$ cat config.mk
export PLATFORM = sky130hd
export DESIGN_NAME = mips_fetch_queue_flat
export DESIGN_NICKNAME = d
export VERILOG_FILES = /design/src/rtl/mips_pkg.sv /design/src/rtl/mips_fetch_queue_if.sv /design/src/rtl/mips_fq_fifo.sv /design/src/rtl/mips_fetch_queue.sv /design/src/flat_wrapper.sv
export SDC_FILE = /design/constraint.sdc
export NUM_CORES = 1
export LEC_CHECK = 0
export ABC_CLOCK_PERIOD_IN_PS = 5700
export CELL_PAD_IN_SITES_DETAIL_PLACEMENT = 2
export CELL_PAD_IN_SITES_GLOBAL_PLACEMENT = 2
export CORE_MARGIN = 2
export CORE_UTILIZATION = 42
export CTS_CLUSTER_SIZE = 16
export DETAILED_ROUTE_END_ITERATION = 7
export GPL_TIMING_DRIVEN = 0
export PLACE_DENSITY_LB_ADDON = 0.3
export SETUP_SLACK_MARGIN = 0.1
export SKIP_LAST_GASP = 1
export SLEW_MARGIN = 30
export SYNTH_ARGS = -nofsm -noshare
export SYNTH_HDL_FRONTEND = slang
export SYNTH_SLANG_ARGS = --single-unit
$ cat constraint.sdc
create_clock -name clk1 -period 5.7 [get_ports clk1]
set_input_delay 0.57 -clock clk1 [delete_from_list [all_inputs] [get_ports clk1]]
set_output_delay 0.57 -clock clk1 [all_outputs]
set_load 0.1 [all_outputs]
$ cat src/rtl/mips_pkg.sv
`default_nettype none
// +----------------------------------------------------------------------------+
// | Package     : mips_pkg                                                     |
// | Description : Shared MIPS32 definitions for the fetch path: opcode set,    |
// |               instruction field layout, fetch FSM encoding and the queue   |
// |               entry type.                                                  |
// | Contents    : opcode_t, instr_t, fetch_state_t, fq_entry_t, is_hlt()       |
// | Revision    : 1.0 - initial release                                        |
// +----------------------------------------------------------------------------+
package mips_pkg;

  // Opcode set of the simple MIPS32 subset executed by this pipeline.
  typedef enum logic [5:0] {
    OP_ALU   = 6'b000000,
    OP_LW    = 6'b001000,
    OP_SW    = 6'b001001,
    OP_ADDI  = 6'b001010,
    OP_SUBI  = 6'b001011,
    OP_SLTI  = 6'b001100,
    OP_BNEQZ = 6'b001101,
    OP_BEQZ  = 6'b001110,
    OP_HLT   = 6'b111111
  } opcode_t;

  // Field layout of an instruction word, MSB first: opcode[31:26],
  // rs[25:21], rt[20:16], immediate / rd+shamt+funct[15:0].
  typedef struct packed {
    opcode_t     opcode;
    logic [4:0]  rs;
    logic [4:0]  rt;
    logic [15:0] imm;
  } instr_t;

  // Fetch FSM encoding.
  typedef enum logic [1:0] {
    FS_IDLE    = 2'd0,
    FS_WAIT    = 2'd1,
    FS_DISCARD = 2'd2
  } fetch_state_t;

  // One queue entry: instruction word and the address following it.
  typedef struct packed {
    logic [31:0] ir;
    logic [31:0] npc;
  } fq_entry_t;

  function automatic logic is_hlt(input logic [31:0] word);
    instr_t f;
    f = instr_t'(word);
    return f.opcode == OP_HLT;
  endfunction

endpackage
`default_nettype wire

$ cat src/rtl/mips_fetch_queue_if.sv
`default_nettype none
// +----------------------------------------------------------------------------+
// | Interface   : mips_fetch_queue_if                                          |
// | Description : Bundles the instruction-memory request/response channel, the |
// |               decode-side valid/ready channel and the redirect/halt        |
// |               controls of the fetch queue.                                 |
// | Modports    : master - the fetch queue (drives imem_req/addr, fq_*)        |
// |               slave  - the environment (memory, decode, branch unit)       |
// | Revision    : 1.0 - initial release                                        |
// +----------------------------------------------------------------------------+
interface mips_fetch_queue_if #(
  parameter int AW = 10
);
  logic          imem_req;
  logic [AW-1:0] imem_addr;
  logic          imem_rvalid;
  logic [31:0]   imem_rdata;
  logic          fq_valid;
  logic [31:0]   fq_ir;
  logic [31:0]   fq_npc;
  logic          fq_ready;
  logic          redirect;
  logic [31:0]   redirect_pc;
  logic          halt;

  modport master (
    output imem_req, imem_addr, fq_valid, fq_ir, fq_npc,
    input  imem_rvalid, imem_rdata, fq_ready, redirect, redirect_pc, halt
  );

  modport slave (
    input  imem_req, imem_addr, fq_valid, fq_ir, fq_npc,
    output imem_rvalid, imem_rdata, fq_ready, redirect, redirect_pc, halt
  );
endinterface
`default_nettype wire

$ cat src/rtl/mips_fq_fifo.sv
`default_nettype none
// +----------------------------------------------------------------------------+
// | Module      : mips_fq_fifo                                                 |
// | Description : Synchronous DEPTH x 64 FIFO of {ir, npc} entries with push,  |
// |               pop, flush and occupancy count. The head entry is read       |
// |               straight from the storage registers.                        |
// | Ports       : clk1, rst       - clock, synchronous active-high reset       |
// |               push, push_data - write an entry at the tail                 |
// |               pop             - drop the head entry (ignored when empty)   |
// |               flush           - empty the FIFO                             |
// |               head, count     - head entry and occupancy                   |
// | Revision    : 1.0 - initial release                                        |
// +----------------------------------------------------------------------------+
module mips_fq_fifo
  import mips_pkg::*;
#(
  parameter int DEPTH = 4
) (
  input  logic                     clk1,
  input  logic                     rst,
  input  logic                     push,
  input  fq_entry_t                push_data,
  input  logic                     pop,
  input  logic                     flush,
  output fq_entry_t                head,
  output logic [$clog2(DEPTH):0]   count
);
  localparam int PW = $clog2(DEPTH);

  fq_entry_t      mem [DEPTH];
  logic [PW-1:0]  wr_ptr;
  logic [PW-1:0]  rd_ptr;
  logic [PW:0]    cnt;
  logic           pop_ok;

  assign pop_ok = pop && (cnt != '0);

  // Pointers wrap naturally because DEPTH is a power of two.
  always_ff @(posedge clk1) begin
    if (rst) begin
      for (int i = 0; i < DEPTH; i++) mem[i] <= '0;
      wr_ptr <= '0;
      rd_ptr <= '0;
      cnt    <= '0;
    end else if (flush) begin
      wr_ptr <= '0;
      rd_ptr <= '0;
      cnt    <= '0;
    end else begin
      if (push) begin
        mem[wr_ptr] <= push_data;
        wr_ptr      <= wr_ptr + 1'b1;
      end
      if (pop_ok) rd_ptr <= rd_ptr + 1'b1;
      case ({push, pop_ok})
        2'b10:   cnt <= cnt + 1'b1;
        2'b01:   cnt <= cnt - 1'b1;
        default: cnt <= cnt;
      endcase
    end
  end

  assign head  = mem[rd_ptr];
  assign count = cnt;
endmodule
`default_nettype wire

$ cat src/rtl/mips_fetch_queue.sv
`default_nettype none
// +----------------------------------------------------------------------------+
// | Module      : mips_fetch_queue                                             |
// | Description : Instruction prefetch queue in front of the IF/ID boundary.   |
// |               Owns the fetch PC, issues single-outstanding word reads,     |
// |               buffers {ir, npc} entries and flushes on a taken branch.     |
// |               Fetching stops once an HLT instruction has been queued.      |
// | Ports       : clk1, rst - clock, synchronous active-high reset             |
// |               bus       - mips_fetch_queue_if.master (imem request and     |
// |                           response, fq_valid/ready/ir/npc, redirect,       |
// |                           redirect_pc, halt)                               |
// | Config      : MIPS_FQ_BYPASS_EN - when defined, a response arriving at an  |
// |               empty queue is presented on fq_* in the same cycle.          |
// | Revision    : 1.0 - initial release                                        |
// +----------------------------------------------------------------------------+
module mips_fetch_queue
  import mips_pkg::*;
#(
  parameter int          DEPTH    = 4,
  parameter int          AW       = 10,
  parameter logic [31:0] RESET_PC = 32'd0
) (
  input  logic                clk1,
  input  logic                rst,
  mips_fetch_queue_if.master  bus
);
  localparam int            CW   = $clog2(DEPTH) + 1;
  localparam logic [CW-1:0] FULL = CW'(DEPTH);

  fetch_state_t   state;
  logic [31:0]    pc;
  logic [31:0]    req_pc;
  logic           hlt_seen;

  logic [CW-1:0]  count;
  fq_entry_t      head;
  fq_entry_t      push_data;
  logic           fifo_empty;
  logic           fifo_push;
  logic           fifo_pop;
  logic           issue;
  logic           resp_ok;
  logic           bypass;

  // The outstanding read already owns a slot: issuing only from IDLE with
  // count < DEPTH guarantees the response always has room.
  assign issue      = !rst && (state == FS_IDLE) && !bus.halt && !hlt_seen
                      && !bus.redirect && (count < FULL);
  assign resp_ok    = (state == FS_WAIT) && bus.imem_rvalid && !bus.redirect;
  assign fifo_empty = (count == '0);
  assign push_data  = '{ir: bus.imem_rdata, npc: req_pc + 32'd1};

`ifdef MIPS_FQ_BYPASS_EN
  assign bypass = resp_ok && fifo_empty;
`else
  assign bypass = 1'b0;
`endif

  // A bypassed response consumed in the same cycle never enters the FIFO.
  assign fifo_push = resp_ok && !(bypass && bus.fq_ready);
  assign fifo_pop  = !fifo_empty && bus.fq_ready && !bus.redirect;

  mips_fq_fifo #(
    .DEPTH (DEPTH)
  ) u_fifo (
    .clk1      (clk1),
    .rst       (rst),
    .push      (fifo_push),
    .push_data (push_data),
    .pop       (fifo_pop),
    .flush     (bus.redirect),
    .head      (head),
    .count     (count)
  );

  assign bus.imem_req  = issue;
  assign bus.imem_addr = issue ? pc[AW-1:0] : '0;
  assign bus.fq_valid  = bypass || !fifo_empty;
  assign bus.fq_ir     = bypass ? push_data.ir  : head.ir;
  assign bus.fq_npc    = bypass ? push_data.npc : head.npc;

  always_ff @(posedge clk1) begin
    if (rst) begin
      state    <= FS_IDLE;
      pc       <= RESET_PC;
      req_pc   <= '0;
      hlt_seen <= 1'b0;
    end else begin
      if (bus.redirect) begin
        pc       <= bus.redirect_pc;
        hlt_seen <= 1'b0;
      end else if (issue) begin
        pc <= pc + 32'd1;
      end

      if (issue) req_pc <= pc;

      // resp_ok excludes redirect, so this never fights the clear above.
      if (resp_ok && is_hlt(bus.imem_rdata)) hlt_seen <= 1'b1;

      case (state)
        FS_IDLE:    if (issue) state <= FS_WAIT;
        FS_WAIT: begin
          // A response coinciding with a redirect is simply dropped.
          if (bus.imem_rvalid)   state <= FS_IDLE;
          else if (bus.redirect) state <= FS_DISCARD;
        end
        FS_DISCARD: if (bus.imem_rvalid) state <= FS_IDLE;
        default:    state <= FS_IDLE;
      endcase
    end
  end
endmodule
`default_nettype wire

$ cat src/flat_wrapper.sv
// flat-port wrapper written by rule: the top's interface ports become plain ports
module mips_fetch_queue_flat import mips_pkg::*;
#(
  parameter int          DEPTH    = 4,
  parameter int          AW       = 10,
  parameter logic [31:0] RESET_PC = 32'd0
)
  (clk1, rst, bus_imem_req, bus_imem_addr, bus_fq_valid, bus_fq_ir, bus_fq_npc, bus_imem_rvalid, bus_imem_rdata, bus_fq_ready, bus_redirect, bus_redirect_pc, bus_halt);
  mips_fetch_queue_if #(.AW(AW)) bus_i ();
  input  logic clk1;
  input  logic rst;
  output wire logic [$bits(bus_i.imem_req)-1:0] bus_imem_req;
  output wire logic [$bits(bus_i.imem_addr)-1:0] bus_imem_addr;
  output wire logic [$bits(bus_i.fq_valid)-1:0] bus_fq_valid;
  output wire logic [$bits(bus_i.fq_ir)-1:0] bus_fq_ir;
  output wire logic [$bits(bus_i.fq_npc)-1:0] bus_fq_npc;
  input wire logic [$bits(bus_i.imem_rvalid)-1:0] bus_imem_rvalid;
  input wire logic [$bits(bus_i.imem_rdata)-1:0] bus_imem_rdata;
  input wire logic [$bits(bus_i.fq_ready)-1:0] bus_fq_ready;
  input wire logic [$bits(bus_i.redirect)-1:0] bus_redirect;
  input wire logic [$bits(bus_i.redirect_pc)-1:0] bus_redirect_pc;
  input wire logic [$bits(bus_i.halt)-1:0] bus_halt;
  assign bus_imem_req = bus_i.imem_req;
  assign bus_imem_addr = bus_i.imem_addr;
  assign bus_fq_valid = bus_i.fq_valid;
  assign bus_fq_ir = bus_i.fq_ir;
  assign bus_fq_npc = bus_i.fq_npc;
  assign bus_i.imem_rvalid = bus_imem_rvalid;
  assign bus_i.imem_rdata = bus_imem_rdata;
  assign bus_i.fq_ready = bus_fq_ready;
  assign bus_i.redirect = bus_redirect;
  assign bus_i.redirect_pc = bus_redirect_pc;
  assign bus_i.halt = bus_halt;
  mips_fetch_queue #(.DEPTH(DEPTH), .AW(AW), .RESET_PC(RESET_PC)) u_core (.clk1(clk1), .rst(rst), .bus(bus_i));
endmodule
======== After elaboration in Yosys (flattened, before gate mapping) ========
Memory sizes are Yosys's and may differ from the RTL's. A register that Yosys moved wholly into a read port is not among the register bits.
Index checks and enable logic that the tools add are counted.
storage, ports and cells
  flip-flop bits (word level) ............. 74
  bits of input ports ..................... 70
  logic and storage cells ................. 70
  output and inout bits ................... 76
  bits in writable memories ............... 256
  memories ................................ 1
cells by class
  reductions and logical operators ........ 25
  equal/unequal tests ..................... 8
  muxes and demuxes ....................... 22
  add/sub/neg operators ................... 6
  $lt $le $gt $ge ......................... 1
memory list
  name               words  bits a word  read ports  clocked after memory_dff  write ports  RTL line            text
  u_core.u_fifo.mem  4      64           1           1                         4            mips_fq_fifo.sv:30  fq_entry_t mem [DEPTH];
operator list
  cell                     count
  $add A32 B1 Y32 const B  2
  $mux W32                 2
  $mux W64                 1
  $reduce_or A64 Y1        1
  $mux W2                  7
  $logic_and A1 B1 Y1      11
  $mux W10                 1
  $mux W1                  9
  $eq A6 B6 Y1 const B     1
  $pmux W2 S3              1
  $pmux W3 S2              1
  $reduce_bool A2 Y1       3
  $logic_not A1 Y1         5
  $add A2 B1 Y2 const B    2
  $eq A2 B1 Y1 const B     2
  $eq A2 B2 Y1 const B     2
  $add A3 B1 Y3 const B    1
  $logic_not A3 Y1         1
  $lt A3 B3 Y1 const B     1
  $ne A3 B3 Y1 const B     1
  $reduce_and A3 Y1        1
  $reduce_bool A3 Y1       1
  $sub A3 B1 Y3 const B    1
  $logic_not A2 Y1         1
  other kinds (3)          3

======== Depth between registers and ports, before layout ========
  depth after elaboration ................. 9
  gate-level depth with buffers ........... 9
  depth with buffers taken out ............ 8

======== Cells and area by module ========
Synthesis repeated with hierarchy kept, for this count alone.
second synthesis, totals
  cells, all modules ...................... 1174
  area, all modules ....................... 15250.9 um^2
by module, submodules not included
  module            cells an instance  area each (um^2)  times used  seq. area each (um^2)
  mips_fq_fifo      666                11457.2           1           7867.5
  mips_fetch_queue  508                3793.6            1           1341.3

======== Worst setup path before layout ========
OpenSTA, ideal clock, no wires.
  path kind ............................... in2reg
  start point ............................. input bus_redirect
  end point ............................... memory u_core.u_fifo.mem[2][0] (netlist name), enable pin
  buffers on the path ..................... 2
  library setup time ...................... 0.432 ns
  arrival time ............................ 3.499 ns
  stages .................................. 6
  slack ................................... 1.768 ns
  data required time ...................... 5.268 ns
  cells stage by stage .................... buf_2 > nor4bb_1 > nand2b_1 > or2_2 > buf_2 > nand2b_1
RTL lines
  item                RTL line            text
  start: declaration  flat_wrapper.sv:20  input wire logic [$bits(bus_i.redirect)-1:0] bus_redirect;
  end: declaration    mips_fq_fifo.sv:30

======== Worst setup path after layout ========
  start point ............................. register u_core.u_fifo.cnt[2] (netlist: u_core.u_fifo.count[2])
  end point ............................... output bus_imem_addr[7]
on the way
  word-level cells in the longest chain between the ends .. 3
ends and longest elaborated chain
  item                      RTL line                text
  start: declaration        mips_fq_fifo.sv:33      logic [PW:0] cnt;
  start signal: assignment  mips_fq_fifo.sv:56      2'b10: cnt <= cnt + 1'b1;
  start signal: assignment  mips_fq_fifo.sv:57      2'b01: cnt <= cnt - 1'b1;
  start signal: assignment  mips_fq_fifo.sv:58      default: cnt <= cnt;
  $lt A3 B3 Y1              mips_fetch_queue.sv:48  && !bus.redirect && (count < FULL);
  $logic_and A1 B1 Y1       mips_fetch_queue.sv:48
  $mux W10                  mips_fetch_queue.sv:77  assign bus.imem_addr = issue ? pc[AW-1:0] : '0;
  end: declaration          flat_wrapper.sv:13      output wire logic [$bits(bus_i.imem_addr)-1:0] bus_imem_addr;
No other way between the ends.

==> impl_metrics.toml <==
[status]
outcome = "completed"

[timing]
holdWs_ps = 477
rsz0062_at_grt = "no"
tightest_slew_ps = 1030
worst_slack_ps = 1390
hold_violations = 0
finalSetupTns_ps = 0
finalMaxSlewViolations = 0
max_freq_mhz = 232
skew_ps = 26.2
setup_viol = 0
layout_min_cycle_time_ps = 4310
relSlewSlack_pct = 31.4
finalCritPeriodShare_pct = 75.5

[critical_path]
startpoint_type = "flop"
critPathMostFrequentCell = "inv_1"
cp_slowest_cell = "clkdlybuf4s50_1"
critPathKind = "flop to output pin"
critPathArrivalTime_ps = 3740
cp.required_ps = 5130
crit_start = "u_core.u_fifo.count[2]"
path_cells = "or4_4, or3_4, inv_1, clkbuf_1, nand2_1, inv_1, clkdlybuf4s50_1"
rr_startpoint = "u_core.state[1]"
slowest_delay_ps = 1130
endpoint_kind = "output pin"
cp_max_fo = 10

[synthesis]
synthSimpleGateAreaFrac_pct = 16.1
netlist_instances = 1207
syn_avg_cell_area_sq_um = 12.2
yosysSeqAreaShare_pct = 62.6
ys.flop_type = "edfxtp_1"
synth-edff-count = 256
ys_warn_count = 0
synth.top_cell.area_share_pct = 52.2
synthAdderAreaFrac_pct = 0.391
ys_ff_latch = 332
yosysTopAreaCell = "edfxtp_1"
synth.area.top_cells = "edfxtp_1 (52%), dfxtp_1 (10%), mux4_2 (9.8%)"
syn_nets = 1281
ys_types = 55
synth_xor_area_share_pct = 3.03
synth-async-reset-ratio_pct = 0
synth_top_family_by_area = "simple AND/OR/NAND/NOR gates"
syn_area_sq_um = 14700
synth_compound_area_share_pct = 4.13
synthMuxAreaShare_pct = 9.94

[routing]
ant_nets = 0
drtPass1Iterations = 4
wl_per_cell_um = 27.0
num_vias = 10683
vias_per_cell = 5.69
drt-total-wl_mm = 50.8
drt_iter0_markers = 696
drc_errors = 0

[floorplan]
die_w_um = 191
initial_core_util_pct = 42.6
rows = 68
ios = 146
die_h_um = 191
dieArea_sq_um = 36600
coreArea_sq_um = 34500

[finish]
finish.net_count = 1468
area_delta_synth_final_pct = 22.2
n_antenna_cell = 0
final_core_util_pct = 52.1
final_layout_size_suffix_gt1_share_pct = 12.2
fillers = 3378

[global_routing]
overflow = 0
grt_pass1_vias = 11810
antenna_found_initial = 0
grt_pass1_wl_mm = 76.7
grtUsageTotal_pct = 28.3
grt_max_degree = 41

[cts]
cts_buffer_depth = 3
cts_inserted_buffers = 37
cts_sinks = 332
cts_root_buffer = "clkbuf_16"
cts-hold-fix-buffers = 0
clkLatencyLatePin_ps = 540
htree_levels = 2
cts-resized-gates = 0
path_clk_slew_ps = 60
cts_tree = "done"
cts_setup_buffers = 0

[placement]
dp_hpwl_mm = 34.2
portBuffers = 144
pre_cts_slack_ps = 1500
gp_congestion = 0.820

[min_path]
hp-class = "flop to flop"
hp-start = "u_core.hlt_seen"

[pwr]
p_per_area_nw_per_um2 = 309
leakage_uw = 0.00629
vdd_drop_max_mv = 0.185
total_power_uw = 5560

[flow_run]
max_cap_viol_count = 0
## per-layer routing
metal	GRT usage [%]	up-vias	wire, um
met5	0	-	0
met4	8.25	0	1390
met3	3.93	87	2410
met2	50.3	334	26000
met1	36.0	5560	20900
li1	-	4702	-
## path summary, 6_finish.rpt
| kind | endpoint | cells after the start | slack [ps] |
|---|---|---|---|
| worst min register to register | u_core.hlt_seen | 1 | 480 |
| worst min-delay path | u_core.hlt_seen | 1 | 480 |
| worst max-delay path | bus_imem_addr[7] | 7 | 1390 |
| worst max register to register | u_core.u_fifo.mem[2][59] | 6 | 2490 |
## per-stage QoR
step / instances / instance area, sq um
3_3_place_gp: 1806 / 16700
2_1_floorplan: 1207 / 14700
4_1_cts: 1877 / 18000
5_1_grt: 1877 / 18000
3_5_place_dp: 1810 / 16800
6_report: 1877 / 18000
## cells in the mapped netlist (all sizes together), types with 5 or more instances
cell type and number:
edfxtp 256, nor2 225, nand2 142, dfxtp 76, mux4 64, inv 60
a21oi 52, clkbuf 44, and2 32, xnor2 32, buf 29, nand3 24
xor2 19, nor3 18, nand4 16, nor4 12, and4 11, a211oi 9
and3 8, or3 8, nand2b 6, o211ai 6, o21ai 6, or2 6
a31oi 5, o311ai 5
## worst max-delay path: cells and delay by family, from the launching register on
family,cells,cell delay [ps]
buffers and inverters,4,1710
AND/OR/NAND/NOR,3,1170
flip-flops,1,340
## cell families (layout without fill, tap and decap cells)
| family | Yosys count | in the layout |
|---|---|---|
| adders and majority gates | 4 | 4 |
| and+or+nand+nor | 522 | 522 |
| muxes | 66 | 66 |
| DFF | 332 | 332 |
| AOI/OAI and AO/OA | 99 | 99 |
| xor gates and xnor gates | 51 | 51 |
| buffers and inverters | 133 | 348 |
## placed cells by master, fill, tap and decap left out, types with 9 or more instances in the layout
cell | Yosys | final
a211oi_1 | 9 | 9
nor4_1 | 11 | 11
buf_2 | 12 | 19
dfxtp_1 | 76 | 76
nand4_1 | 15 | 15
clkbuf_1 | 44 | 54
clkdlybuf4s50_1 | 0 | 135
nand3_1 | 24 | 24
edfxtp_1 | 256 | 256
inv_1 | 60 | 60
nand2_1 | 142 | 142
xnor2_1 | 32 | 32
mux4_2 | 64 | 64
and2_1 | 32 | 32
xor2_1 | 19 | 19
and4_1 | 11 | 11
nor3_1 | 18 | 17
a21oi_1 | 52 | 52
clkbuf_16 | 0 | 39
nor2_1 | 225 | 225
## cell type report
type                    count  area, sq um  area share (%)
clock buffers              50         1030            5.71
well taps                 455          569            3.17
clock inverters            17          139           0.772
repair buffers            148         1480            8.21
multi-input cells         742         4990            27.7
plain buffers              73          349            1.94
flip-flops and latches    332         9210            51.2
inverters                  60          225            1.25
## sequential cells by signal, summed over array words and instances (netlist names), named ones only
register	flops
u_core.hlt_seen	1
u_core.pc	32
u_core.req_pc	32
u_core.state	2
u_core.u_fifo.count	3
u_core.u_fifo.mem	256
u_core.u_fifo.rd_ptr	2
u_core.u_fifo.wr_ptr	2
## power breakdown
group	internal [uW]	switching (uW)	leakage [uW]
registers	2680	55.6	0.00325
clock network	1360	1010	0.000570
logic	136	310	0.00247
Note: power is estimated with default switching activity, not from simulation.
==> edit: new RTL, same flow settings <==
`AW` is set to 10 in 3 places; all go to 12.
--- a/src/rtl/mips_fetch_queue_if.sv
+++ b/src/rtl/mips_fetch_queue_if.sv
@@ -9,7 +9,7 @@
 // | Revision    : 1.0 - initial release                                        |
 // +----------------------------------------------------------------------------+
 interface mips_fetch_queue_if #(
-  parameter int AW = 10
+  parameter int AW = 12
 );
   logic          imem_req;
   logic [AW-1:0] imem_addr;
--- a/src/rtl/mips_fetch_queue.sv
+++ b/src/rtl/mips_fetch_queue.sv
@@ -17,7 +17,7 @@
   import mips_pkg::*;
 #(
   parameter int          DEPTH    = 4,
-  parameter int          AW       = 10,
+  parameter int          AW       = 12,
   parameter logic [31:0] RESET_PC = 32'd0
 ) (
   input  logic                clk1,
--- a/src/flat_wrapper.sv
+++ b/src/flat_wrapper.sv
@@ -2,7 +2,7 @@
 module mips_fetch_queue_flat import mips_pkg::*;
 #(
   parameter int          DEPTH    = 4,
-  parameter int          AW       = 10,
+  parameter int          AW       = 12,
   parameter logic [31:0] RESET_PC = 32'd0
 )
   (clk1, rst, bus_imem_req, bus_imem_addr, bus_fq_valid, bus_fq_ir, bus_fq_npc, bus_imem_rvalid, bus_imem_rdata, bus_fq_ready, bus_redirect, bus_redirect_pc, bus_halt);
Ports: changed (resized bus_imem_addr); port bits go from 146 to 148. The function was not compared with the original's and may differ.
==> edit against the unedited design <==
  * Total power shrank 1.8%
  * Setup slack lost 0.36 ns
  * Combinational power shrank 7.2%
  * Highest routed layer unchanged
  * Design area shrank 0.46%
  * Area after synthesis shrank 0.65%
  * Critical path type is now input port to output port
  * Cell count grew 1.0%
  * Critical path depth grew 2
  * Sequential cell count is the same
  * Routed wire length grew 3.5%
==> edit: results (changes against the unedited design) <==
synthTopCellsByArea: "edfxtp_1 (53%), dfxtp_1 (10%), mux4_2 (9.9%), nor2_1 (6.1%), nand2_1 (3.6%)"
fin_nets: 1486  # +1.2%
synth_fa_ha_area_frac: 0.00394  # +0.0000258
use_met2: 0.518  # +0.0157
drtIter0Drc: 821  # +18%
crit_path_top_delay_cell: "clkdlybuf4s50_1"
dpl_cell_area_um2: 16800  # -0.32%
holdPathStages: 2  # +1
grt_pass1_vias: 12100  # +2.1%
grt_pass1_wl_um: 79300  # +3.5%
synthXorXnorAreaFrac: 0.0228  # -0.00759
dpl.hpwl_um: 34000  # -0.55%
dp_slack_ns: 1.02  # -0.478 ns
status: "finished, final reports clean"
holdWs_ns: 0.489  # +0.0121 ns
vdd_ir_drop_max_mv: 0.217  # +17%
cts_root_buf: "clkbuf_16"
synth_commonest_cells: "edfxtp_1 (256), nor2_1 (238), nand2_1 (140), dfxtp_1 (76), a21oi_1 (65)"
grt.total_usage: 0.295  # +0.0122
synth_mux_area_frac: 0.103  # +0.00365
swShare: 0.250  # +0.00213
stdcell_count: 1896  # +1.0%
synth_edf_count: 256  # unchanged
drive_gt1_frac: 0.114  # -0.00785
drt-total-wl_um: 52600  # +3.5%
skew_ns: 0.0140  # -0.0122 ns
ys_types: 50  # -9.1%
ys_seq_area_frac: 0.630  # +0.00412
n_fill_cell: 3358  # -0.59%
max_slew.worst_pin.slew_ns: 1.03  # +0.00860 ns
worstRegToRegCells: 6  # unchanged
use_met3: 0.0466  # +0.00727
globalRouteOverflowTotal: 0  # unchanged
grt_max_degree: 39  # -4.9%
rrSetupSlack_ns: 2.52  # +0.03 ns
synth_compound_area_frac: 0.0489  # +0.00763
layout_setup_ws_ns: 1.04  # -0.357 ns
port_buffers: 146  # +1.4%
worst_ep_arrival_time_ns: 4.09  # +0.35 ns
viasPerCell: 5.77  # +1.3%
p_leak_nw: 6.31  # +0.35%
place.gp.congestion: 0.823  # +0.37%
syn-num-nets: 1295  # +1.1%
syn_inst: 1221  # +1.2%
grt_use_met1: 0.372  # +0.0122
placed_cells: 1827  # +0.94%
-- edit: cell count changes after synthesis, sizes merged, moves of 6 or more --
cell	before	now
and2	32	10
buf	29	17
nor3	18	10
nor2	225	238
nand3	24	32
xnor2	32	14
a31oi	5	19
a211oi	9	0
o21ai	6	19
clkbuf	44	62
nor4	12	6
a21oi	52	65
-- edit: power by group through the flow --
stage               sequential (mW)  clock, mW  combinational, mW
finish                         2.73       2.31              0.414
global route                   2.74       2.42              0.434
CTS                            2.73       2.35              0.417
detailed placement             2.78          0              0.412
global placement               2.77          0              0.396
floorplan                      2.76          0              0.257
-- edit: worst min-delay path: stages, from the launching register on --
cell     delay (ns)
dfxtp_1        0.33
nand2_1        0.06
a21oi_1        0.05
-- edit: metal layers --
| metal | vias to the layer above | share of wire |
|---|---|---|
| met2 | 411 | 0.51 |
| met1 | 5674 | 0.40 |
| met5 | - | 0 |
| met3 | 94 | 0.056 |
| met4 | 0 | 0.030 |
| li1 | 4753 | - |
-- edit: final timing paths --
kind                         endpoint              from
min reg2reg         u_core.req_pc[30]     u_core.pc[30]
max reg2reg  u_core.u_fifo.mem[0][20]  u_core.req_pc[5]
min                 u_core.req_pc[30]     u_core.pc[30]
max                  bus_imem_addr[9]               rst
-- edit: layout make-up --
type | instances | area, um^2 | share of cell area
clock inverters | 20 | 108 | 0.00601
multi-input cells | 745 | 4890 | 0.273
repair buffers | 152 | 1520 | 0.0850
plain buffers | 79 | 327 | 0.0182
flip-flops and latches | 332 | 9210 | 0.515
clock buffers | 48 | 1030 | 0.0576
well taps | 455 | 569 | 0.0318
inverters | 65 | 244 | 0.0136
-- edit: cells by family (layout without fill, tap and decap cells) --
logic type,Yosys count,in the layout
compound gates,125,125
buf+inv,144,364
fa+ha+maj,4,4
flops,332,332
simple gates,508,508
xor+xnor,38,38
mux,70,70
